`src/rtl/fx_pkg.sv`:
```
`default_nettype none
// ============================================================================
//  Module      : fx_pkg
//  Description : Shared constants for the fixed-point multiply arbiter:
//                requester count, word width, fractional shift, saturation
//                limits and requester id width.
//  Revision    : 1.0  initial release
// ============================================================================
package fx_pkg;

  // Number of requesting effects (fixed at 4 in this revision)
  localparam int N_REQ = 4;

  // Signed sample / coefficient width
  localparam int DW = 16;

  // Fractional bits removed from the full-width product (Q1.15)
  localparam int FRAC = 15;

  // Width of a requester index
  localparam int ID_W = $clog2(N_REQ);

  // Saturation limits of a DW-bit signed result
  localparam logic signed [DW-1:0] SAT_MAX = {1'b0, {(DW-1){1'b1}}};
  localparam logic signed [DW-1:0] SAT_MIN = {1'b1, {(DW-1){1'b0}}};

endpackage
`default_nettype wire

```
`src/rtl/rr_arbiter.sv`:
```
`default_nettype none
// ============================================================================
//  Module      : rr_arbiter
//  Description : Round-robin selector over an eligibility vector. Produces a
//                combinational one-hot grant plus its index; the priority
//                pointer moves to the requester after the winner only when a
//                grant is issued.
//  Revision    : 1.0  initial release
// ============================================================================
module rr_arbiter
  import fx_pkg::*;
#(
  parameter int N_REQ_P = fx_pkg::N_REQ,
  parameter int ID_W_P  = fx_pkg::ID_W
) (
  input  logic                i_clk,
  input  logic                i_rst_n,
  input  logic [N_REQ_P-1:0]  i_eligible,
  output logic [N_REQ_P-1:0]  o_grant,
  output logic [ID_W_P-1:0]   o_grant_id,
  output logic                o_any
);

  // Index of the requester holding highest priority this cycle
  logic [ID_W_P-1:0] ptr_q;
  logic [ID_W_P-1:0] ptr_d;

  // Scan from the pointer upward, wrapping, and take the first eligible one
  always_comb begin
    logic [ID_W_P:0] idx;
    o_grant    = '0;
    o_grant_id = '0;
    o_any      = 1'b0;
    ptr_d      = ptr_q;
    idx        = '0;
    for (int i = 0; i < N_REQ_P; i++) begin
      idx = (ID_W_P+1)'(ptr_q) + (ID_W_P+1)'(i);
      if (idx >= (ID_W_P+1)'(N_REQ_P)) begin
        idx = idx - (ID_W_P+1)'(N_REQ_P);
      end
      if (!o_any && i_eligible[idx[ID_W_P-1:0]]) begin
        o_any                     = 1'b1;
        o_grant[idx[ID_W_P-1:0]]  = 1'b1;
        o_grant_id                = idx[ID_W_P-1:0];
        ptr_d = (idx[ID_W_P-1:0] == ID_W_P'(N_REQ_P-1)) ? '0
                                                        : idx[ID_W_P-1:0] + 1'b1;
      end
    end
  end

  // Priority pointer register; reset gives requester 0 first priority
  always_ff @(posedge i_clk or negedge i_rst_n) begin
    if (!i_rst_n) begin
      ptr_q <= '0;
    end else begin
      ptr_q <= ptr_d;
    end
  end

endmodule
`default_nettype wire

```
`src/rtl/fx_mult_arbiter.sv`:
```
`default_nettype none
// ============================================================================
//  Module      : fx_mult_arbiter
//  Description : Shares one signed Q1.15 multiplier among N_REQ requesters.
//                Round-robin grant captures the winner's operands (stage 1),
//                stage 2 holds the full product, stage 3 shifts and saturates.
//                Fixed latency, one issue per cycle, never stalls.
//  Revision    : 1.0  initial release
// ============================================================================
module fx_mult_arbiter #(
  parameter int N_REQ = fx_pkg::N_REQ,
  parameter int DW    = fx_pkg::DW,
  parameter int FRAC  = fx_pkg::FRAC
) (
  input  logic                   i_clk,
  input  logic                   i_rst_n,
  input  logic [N_REQ-1:0]       i_req,
  input  logic [N_REQ*DW-1:0]    i_a,
  input  logic [N_REQ*DW-1:0]    i_b,
  output logic [N_REQ-1:0]       o_grant,
  output logic                   o_valid,
  output logic [fx_pkg::ID_W-1:0] o_id,
  output logic [DW-1:0]          o_result
);

  import fx_pkg::*;

  localparam int PW = 2 * DW;

  // Saturation bounds sign-extended to product width for direct comparison
  localparam logic signed [PW-1:0] SAT_MAX_X = PW'(SAT_MAX);
  localparam logic signed [PW-1:0] SAT_MIN_X = PW'(SAT_MIN);

  // Grant register (one-hot, doubles as the "just granted" mask)
  logic [N_REQ-1:0]        grant_q, grant_d;

  // Stage 1: captured operands and owner
  logic                    s1_vld_q, s1_vld_d;
  logic signed [DW-1:0]    s1_a_q, s1_a_d;
  logic signed [DW-1:0]    s1_b_q, s1_b_d;
  logic [ID_W-1:0]         s1_id_q, s1_id_d;

  // Stage 2: full-width product
  logic                    s2_vld_q, s2_vld_d;
  logic signed [PW-1:0]    s2_prod_q, s2_prod_d;
  logic [ID_W-1:0]         s2_id_q, s2_id_d;

  // Stage 3: output registers
  logic                    out_vld_q, out_vld_d;
  logic [ID_W-1:0]         out_id_q, out_id_d;
  logic [DW-1:0]           out_res_q, out_res_d;

  // Arbiter interface
  logic [N_REQ-1:0]        eligible;
  logic [N_REQ-1:0]        arb_grant;
  logic [ID_W-1:0]         arb_id;
  logic                    arb_any;

  // Capture mux and shift/saturate intermediates
  logic signed [DW-1:0]    sel_a;
  logic signed [DW-1:0]    sel_b;
  logic signed [PW-1:0]    shifted;
  logic [DW-1:0]           sat_res;

  // A requester granted last edge sits out one arbitration round
  always_comb begin
    eligible = i_req & ~grant_q;
  end

  rr_arbiter #(
    .N_REQ_P (N_REQ),
    .ID_W_P  (ID_W)
  ) u_rr_arbiter (
    .i_clk      (i_clk),
    .i_rst_n    (i_rst_n),
    .i_eligible (eligible),
    .o_grant    (arb_grant),
    .o_grant_id (arb_id),
    .o_any      (arb_any)
  );

  // Select the winning requester's operand pair from the packed buses
  always_comb begin
    sel_a = '0;
    sel_b = '0;
    for (int k = 0; k < N_REQ; k++) begin
      if (arb_grant[k]) begin
        sel_a = i_a[k*DW +: DW];
        sel_b = i_b[k*DW +: DW];
      end
    end
  end

  // Arithmetic shift of the product, clamped to the signed output range
  always_comb begin
    shifted = s2_prod_q >>> FRAC;
    if (shifted > SAT_MAX_X) begin
      sat_res = SAT_MAX;
    end else if (shifted < SAT_MIN_X) begin
      sat_res = SAT_MIN;
    end else begin
      sat_res = shifted[DW-1:0];
    end
  end

  // Next-state for every pipeline stage; data registers hold on bubbles
  always_comb begin
    grant_d   = arb_grant;

    s1_vld_d  = arb_any;
    s1_a_d    = arb_any ? sel_a  : s1_a_q;
    s1_b_d    = arb_any ? sel_b  : s1_b_q;
    s1_id_d   = arb_any ? arb_id : s1_id_q;

    s2_vld_d  = s1_vld_q;
    s2_prod_d = s1_vld_q ? (PW'(s1_a_q) * PW'(s1_b_q)) : s2_prod_q;
    s2_id_d   = s1_vld_q ? s1_id_q : s2_id_q;

    out_vld_d = s2_vld_q;
    out_res_d = s2_vld_q ? sat_res : out_res_q;
    out_id_d  = s2_vld_q ? s2_id_q : out_id_q;
  end

  // Pipeline registers; reset discards everything in flight
  always_ff @(posedge i_clk or negedge i_rst_n) begin
    if (!i_rst_n) begin
      grant_q   <= '0;
      s1_vld_q  <= 1'b0;
      s1_a_q    <= '0;
      s1_b_q    <= '0;
      s1_id_q   <= '0;
      s2_vld_q  <= 1'b0;
      s2_prod_q <= '0;
      s2_id_q   <= '0;
      out_vld_q <= 1'b0;
      out_id_q  <= '0;
      out_res_q <= '0;
    end else begin
      grant_q   <= grant_d;
      s1_vld_q  <= s1_vld_d;
      s1_a_q    <= s1_a_d;
      s1_b_q    <= s1_b_d;
      s1_id_q   <= s1_id_d;
      s2_vld_q  <= s2_vld_d;
      s2_prod_q <= s2_prod_d;
      s2_id_q   <= s2_id_d;
      out_vld_q <= out_vld_d;
      out_id_q  <= out_id_d;
      out_res_q <= out_res_d;
    end
  end

  assign o_grant  = grant_q;
  assign o_valid  = out_vld_q;
  assign o_id     = out_id_q;
  assign o_result = out_res_q;

endmodule
`default_nettype wire

```
`config.mk`:
```
export PLATFORM = sky130hd
export DESIGN_NAME = fx_mult_arbiter
export DESIGN_NICKNAME = d
export VERILOG_FILES = /design/src/rtl/fx_pkg.sv /design/src/rtl/rr_arbiter.sv /design/src/rtl/fx_mult_arbiter.sv
export SDC_FILE = /design/constraint.sdc
export NUM_CORES = 1
export LEC_CHECK = 0
export CAP_MARGIN = 20
export CORE_ASPECT_RATIO = 0.9
export CORE_MARGIN = 2
export CORE_UTILIZATION = 25
export DETAILED_ROUTE_END_ITERATION = 6
export SYNTH_ARGS = -nofsm -noshare
export SYNTH_HDL_FRONTEND = slang
export SYNTH_SLANG_ARGS = --single-unit
export TNS_END_PERCENT = 1
```
`constraint.sdc`:
```
create_clock -name i_clk -period 7.4 [get_ports i_clk]
set_clock_uncertainty 0.05 [all_clocks]
set_input_delay 1.11 -clock i_clk [delete_from_list [all_inputs] [get_ports i_clk]]
set_output_delay 1.11 -clock i_clk [all_outputs]
set_load 0.01 [all_outputs]
```
==> metrics.md <==
| Metric | Value |
|---|---|
| Status | completed |
| Clk_lat worst skew | 0.36 ns |
| Final wirelength | around 38000 µm |
| Post-Syn Area per Cell | roughly 9.4 µm² |
| DP HPWL | 30600 µm |
| Pre-antenna DRT Iters | 5 |
| Hold Violations, Final | 0 |
| Yosys warns | 0 |
| Top-count cell post-synth | inv_1 |
| Die height | roughly 230 µm |
| Post-DRT Antenna Nets | 0 |
| Core box area | roughly 57000 µm² |
| Total GRT Usage | 13.3% |
| Port Buf Inserts | approximately 160 |
| Simple-gate area share of the yosys netlist | roughly 13% |
| CTS H-tree depth | 3 |
| Post-synth top cells | inv_1 (364), fa_1 (261), nand2_1 (151) |
| Drt drc | 0 |
| Post-synth EDFFs | 0 |
| Maxcap violations | 0 |
| Sequential element share of the synthesized area | between 10 and 15% |
| Largest stage delay, worst path | just over 0.8 ns |
| Slowest cell on crit path | dfrtp_1 |
| Async set-reset flop share out of synthesis | between 90% and 100% |
| Critical Path Start Type | register |
| Synth cell types | 68 |
| Die footprint | around 60000 µm² |
| First-pass GRT wire length | around 64000 µm |
| Yosys reg bits | 80 |
| Worst EP required | about 7.6 ns |
| Normalized max-slew margin | between 30% and 40% |
| HP Class | register to register |
| RSZ-0062 raised after global routing | false |
| CP Cell Sequence | nand2_1 -> fa_1 -> inv_1 -> fa_1 -> fa_1 -> fa_1 -> fa_1 -> inv_1 -> fa_1 -> inv_1 -> ha_1 -> nand3_1 -> nor2_1 -> o211ai_1 -> o31ai_1 -> a2111oi_1 -> or4_1 -> nand3_1 |
| 1st-iter DRT viols | 490 |
| Setup_tns | 0 ns |
| Cell mode on critical path | fa_1 |
| Post-cts sizing count | 0 |
| Mux cell area share after synthesis | 3.10% |
| Syn Inst Count | 1533 |
| Num CTS Buffers | 9 |
| Share of cells above drive strength 1 | under 10% |
| Worst Path Max Fanout | 17 |
| CTS tree | built |
| Area grow syn2layout | 17.6% |
| Fin crit period | 6.80 ns |
| Largest net degree at the start of global routing | 67 |
| Postcts setup bufs | 0 |
| Period utilization | roughly nine tenths |
| R2R Setup Slk | a little over 0.6 ns |
| Via count | approximately 11k |
| Via density | about 4.5 |
| Max Freq | roughly 0.15 GHz |
| Syn Std Cell Area | about 14000 µm² |
| Syn nets | ~2.0k |
| Adder-Cell Fraction of Synth Area | between 40 and 50% |
| Worst setup EP type | register |
| GRT overflow | 0 |
| CP Class | register to register |
| Rows | 83 |
| Clock root buffer | clkbuf_16 |
| Initial Util | about a quarter |
| Post-synth top area cell | fa_1 |
| Placer Congestion | 0.852 |
| Complex-gate fraction of the synthesized area | 12.9% |
| Worst path arrival time | between 7 and 8 ns |
| N_diodes | 0 |
| Endpoints failing setup | 0 |
| Worst-margin pin slew | 0.954 ns |
| CTS Hold Bufs | 0 |
| Largest cells by area after synthesis | fa_1 (36%), dfrtp_1 (14%), inv_1 (9.4%) |
| CTS Sinks | 80 |
| Clk slew on worst S/H paths | around 0.070 ns |
| WL/cell | around 16 µm |
| CTS max path bufs | 2 |
| Dominant synthesized flop cell | dfrtp_1 |
| Max-slew violation count | 0 |
| Top-area cell type share of the netlist area | 36.1% |
| XOR/XNOR Fraction of Synth Area | under 10% |
| Io pins | about 160 |
| Die width | about 260 µm |
| Nets | between 2k and 2.5k |
| Main combinational cell family by area after synthesis | adder cells |
| Antenna violations before repair | 0 |
| Vias in the first global route | about 12k |
==> critical path, delay by kind of cell (launching register included) <==
| family | cells | cell delay (ns) |
|---|---|---|
| AO/OA/AOI/OAI | 3 | 1.13 |
| adder cells (fa/ha/maj) | 7 | 3.46 |
| buffers and inverters | 3 | 0.14 |
| flip-flops | 1 | 0.83 |
| AND/OR/NAND/NOR | 5 | 1.09 |
==> per-layer routing <==
layer	part of all wire, %	up-vias	wire length [µm]	GRT usage [%]
met2	55	236	20500	25.2
li1	-	5019	-	-
met4	1.6	0	618	3.59
met1	40	5626	15000	15.8
met3	3.6	31	1370	1.63
met5	0	-	0	0
==> stage by stage <==
step                      setup slack [ns]  util [%]  hold WS (ns)  instances  cell area, µm²
after detailed placement             0.697      29.3         0.449       2393           16700
after global placement               0.808      29.3         0.444       2393           16700
after CTS                            0.654      29.8         0.463       2409           17000
after global routing                 0.131      29.8         0.476       2409           17000
final                                0.604      29.8         0.458       2409           17000
after floorplan                       1.32         -         0.302       1533           14500
==> path summary, 6_finish.rpt <==
kind | from | endpoint | cells after the start
max in group asynchronous | i_rst_n | s1_b_q[9] | 2
max reg2reg | s1_a_q[10] | s2_prod_q[30] | 18
min | o_result[15] | o_result[15] | 1
min in group asynchronous | i_rst_n | o_result[3] | 1
max | s1_a_q[10] | s2_prod_q[30] | 18
min reg2reg | o_result[15] | o_result[15] | 1
==> sequential cells by signal, summed over array words and instances, names as in the netlist <==
name	count
s1_vld_q	1
s1_id_q	2
out_vld_d	1
o_result	16
s1_a_q	16
o_valid	1
s1_b_q	16
o_grant	4
s2_prod_q	17
u_rr_arbiter.ptr_q	2
o_id	2
s2_id_q	2
==> placed cells by master, fill, tap and decap left out, drive strengths merged, types with 32 or more instances in the layout <==
cell / count
inv: 365
fa: 261
clkdlybuf4s50: 155
nand2: 151
and2: 129
ha: 84
dfrtp: 80
o21ai: 44
nor2: 39
a22oi: 33
a211o: 32
a221oi: 32
==> logic make-up (layout without fill, tap and decap cells) <==
family	count (synthesis)	after routing
AOI/OAI and AO/OA	229	229
xor gates and xnor gates	23	23
adders and majority gates	345	345
buffers and inverters	437	548
DFF	80	80
muxes	36	36
and+or+nand+nor	383	383
==> area by class of cell <==
class	count	area, µm²
inverter	365	1370
timing repair buffer	167	1640
multi-input combinational	1016	10700
sequential	80	2000
clock buffer	11	243
clock inverter	5	56.3
tap	765	957
fill	6032	40100
Power is left out: the tool's default activity adds up to more than one toggle a clock period on the data nets, which glitch-free logic cannot reach.
==> edit: new RTL, same settings <==
Take the reset off `out_res_q` and load it in a clocked block of its own.
--- a/src/rtl/fx_mult_arbiter.sv
+++ b/src/rtl/fx_mult_arbiter.sv
@@ -134,7 +134,6 @@
       s2_id_q   <= '0;
       out_vld_q <= 1'b0;
       out_id_q  <= '0;
-      out_res_q <= '0;
     end else begin
       grant_q   <= grant_d;
       s1_vld_q  <= s1_vld_d;
@@ -146,8 +145,11 @@
       s2_id_q   <= s2_id_d;
       out_vld_q <= out_vld_d;
       out_id_q  <= out_id_d;
-      out_res_q <= out_res_d;
     end
+  end
+
+  always_ff @(posedge i_clk) begin
+    out_res_q <= out_res_d;
   end
 
   assign o_grant  = grant_q;
Function: changed (a bounded check fails within 4 cycles, from zero or initial values and one cycle with i_rst_n low; the reset may be asserted at any time).
==> edit against the unedited design <==
- worst setup slack gained 35 ps
- final area shrank 3.8%
- area after synthesis shrank 4.3%
- critical path depth grew 3
- routed wire length shrank 1.7%
- core utilization grew 0.24 points
- sequential cell count is the same
- critical path type unchanged
Power is not shown: default switching activity piles up to over one toggle a cycle in this logic, so the estimate is an artifact.
==> edit: results (changes against the unedited design) <==
outcome = completed (unchanged)
Largest Register = s2_prod_q (unchanged)
Clock Latency Late Sink = 360 ps (about the same)
reg-to-reg slack, setup = 640 ps (was 600 ps)
Worst-Margin Slew = 892.1 ps (was 954.3 ps)
synthesized net count = 1,933 (was 2,012)
vias in the first global route = 11.87k (was 12.29k)
met3 Resource Use GR = 1.383% (was 1.626%)
worst min path class = reg2reg (unchanged)
GPL Wtd Cong = 0.8479 (was 0.8522)
total track usage = 13.71% (was 13.31%)
DR iter-0 viols = 563 (was 490)
top post-synthesis cells by count = inv_1, fa_1, nand2_1, and2_1, ha_1 (unchanged)
first-pass GRT wire length = 61,810 um (was 63,840 um)
critical path endpoint = s2_prod_q[31]$_DFFE_PN0P_ (was s2_prod_q[30]$_DFFE_PN0P_)
ant diodes = 0 (unchanged)
met2 GRT Util = 25.74% (was 25.21%)
number of distinct library cells after synthesis = 63 (was 68)
DRT Pass-1 Iters = 5 (unchanged)
Max stage delay on crit path = 770 ps (was 830 ps)
crit-path max FO = 17 (unchanged)
layout cells sized above 1 = 5.216% (was 6.509%)
Via density = 4.534 (was 4.530)
Setup crit start = s1_b_q[7]$_DFFE_PN0P_ (was s1_a_q[10]$_DFFE_PN0P_)
pin count of the biggest net entering global routing = 65 (was 67)
ys async rst share = 80.00% (was 100.0%)
max reg flops = 17 (unchanged)
hold path start = s2_id_q[1]$_DFFE_PN0P_ (was o_result[15]$_DFFE_PN0P_)
synth top area cells = fa_1, dfrtp_1, inv_1, ha_1, and2_1 (unchanged)
DP Wirelength = 30,000 um (was 30,560 um)
EDFF count, synth = 16 (was 0)
Slowest cell on crit path = dfrtp_1 (unchanged)
met1 Resource Use GR = 16.29% (was 15.75%)
nets = 2,046 (was 2,118)
post-synthesis sequential area ratio = 15.02% (was 13.83%)
Most Crowded Layer GR = met2 (unchanged)
worst-case clock buffer depth = 2 (unchanged)
Layout fillers = 5,730 (was 6,032)
Most used DFF post-synth = dfrtp_1 (unchanged)
WL/cell = 16.20 um (was 15.57 um)
clk slew on worst S/H paths = 70 ps (about the same)
reg2reg path depth = 21 (was 18)
# Post-CTS Setup Buffers = 0 (unchanged)
critical path data arrival time = 6950 ps (was 7030 ps)
-- edit: changes by cell type after synthesis, sizes merged, moves of 6 or more --
cell | unedited run | this run
inv | 365 | 333
a211oi | 7 | 1
o21ai | 44 | 96
dfrtp | 80 | 64
a21oi | 29 | 17
a21o | 10 | 4
o31ai | 1 | 8
mux2 | 31 | 11
edfxtp | 0 | 16
a211o | 32 | 2
-- edit: per-layer routing --
| layer | share of wire [%] | vias to the layer above |
|---|---|---|
| li1 | - | 4756 |
| met1 | 41 | 5283 |
| met2 | 53 | 222 |
| met3 | 3.2 | 62 |
| met4 | 3.0 | 0 |
| met5 | 0 | - |
-- edit: logic make-up (layout without fill, tap and decap cells) --
kind of cell | count (synthesis) | in the layout | synth area share [%]
xor gates and xnor gates | 20 | 20 | 1.264
buffers and inverters | 399 | 517 | 11.43
muxes | 19 | 19 | 1.652
DFF | 80 | 80 | 15.02
adders and majority gates | 345 | 345 | 45.29
AOI/OAI and AO/OA | 225 | 225 | 12.07
and+or+nand+nor | 366 | 366 | 13.27
-- edit: final cells by class --
class                           count  area [um^2]  area share, %
Multi-Input combinational cell    975        10190          62.24
Inverter                          333         1252          7.647
Tap cell                          705        882.1          5.386
Clock inverter                      7        88.84         0.5424
Clock buffer                        9        225.2          1.375
Timing Repair Buffer              168         1654          10.10
Sequential cell                    80         2082          12.71
-- edit: metrics by stage --
stage | setup WS [ps] | std cells | cell area [um^2]
final | 639.6 | 2277 | 16380
after CTS | 621.1 | 2277 | 16380
after floorplan | 1171 | 1454 | 13860
after global placement | 719.3 | 2260 | 16050
after detailed placement | 645.3 | 2261 | 16060
after global routing | 258.5 | 2277 | 16380
-- edit: how the worst min path moves through the flow --
stage               slack (ps)                      to  cells after the start
detailed placement         440  s2_id_q[1]$_DFFE_PN0P_                      1
global route               480  s2_id_q[1]$_DFFE_PN0P_                      1
floorplan                  300     out_vld_d$_DFF_PN0_                      0
finish                     460  s2_id_q[1]$_DFFE_PN0P_                      1
global placement           450     o_id[1]$_DFFE_PN0P_                      1
CTS                        460  s2_id_q[1]$_DFFE_PN0P_                      1
-- edit: worst max-delay path: cells and delay by family (launching register included) --
family	cells	cell delay [ps]
flip-flops	1	770
AO/OA/AOI/OAI	6	1530
AND/OR/NAND/NOR	3	720
adder cells (fa/ha/maj)	7	3330
buffers and inverters	5	250
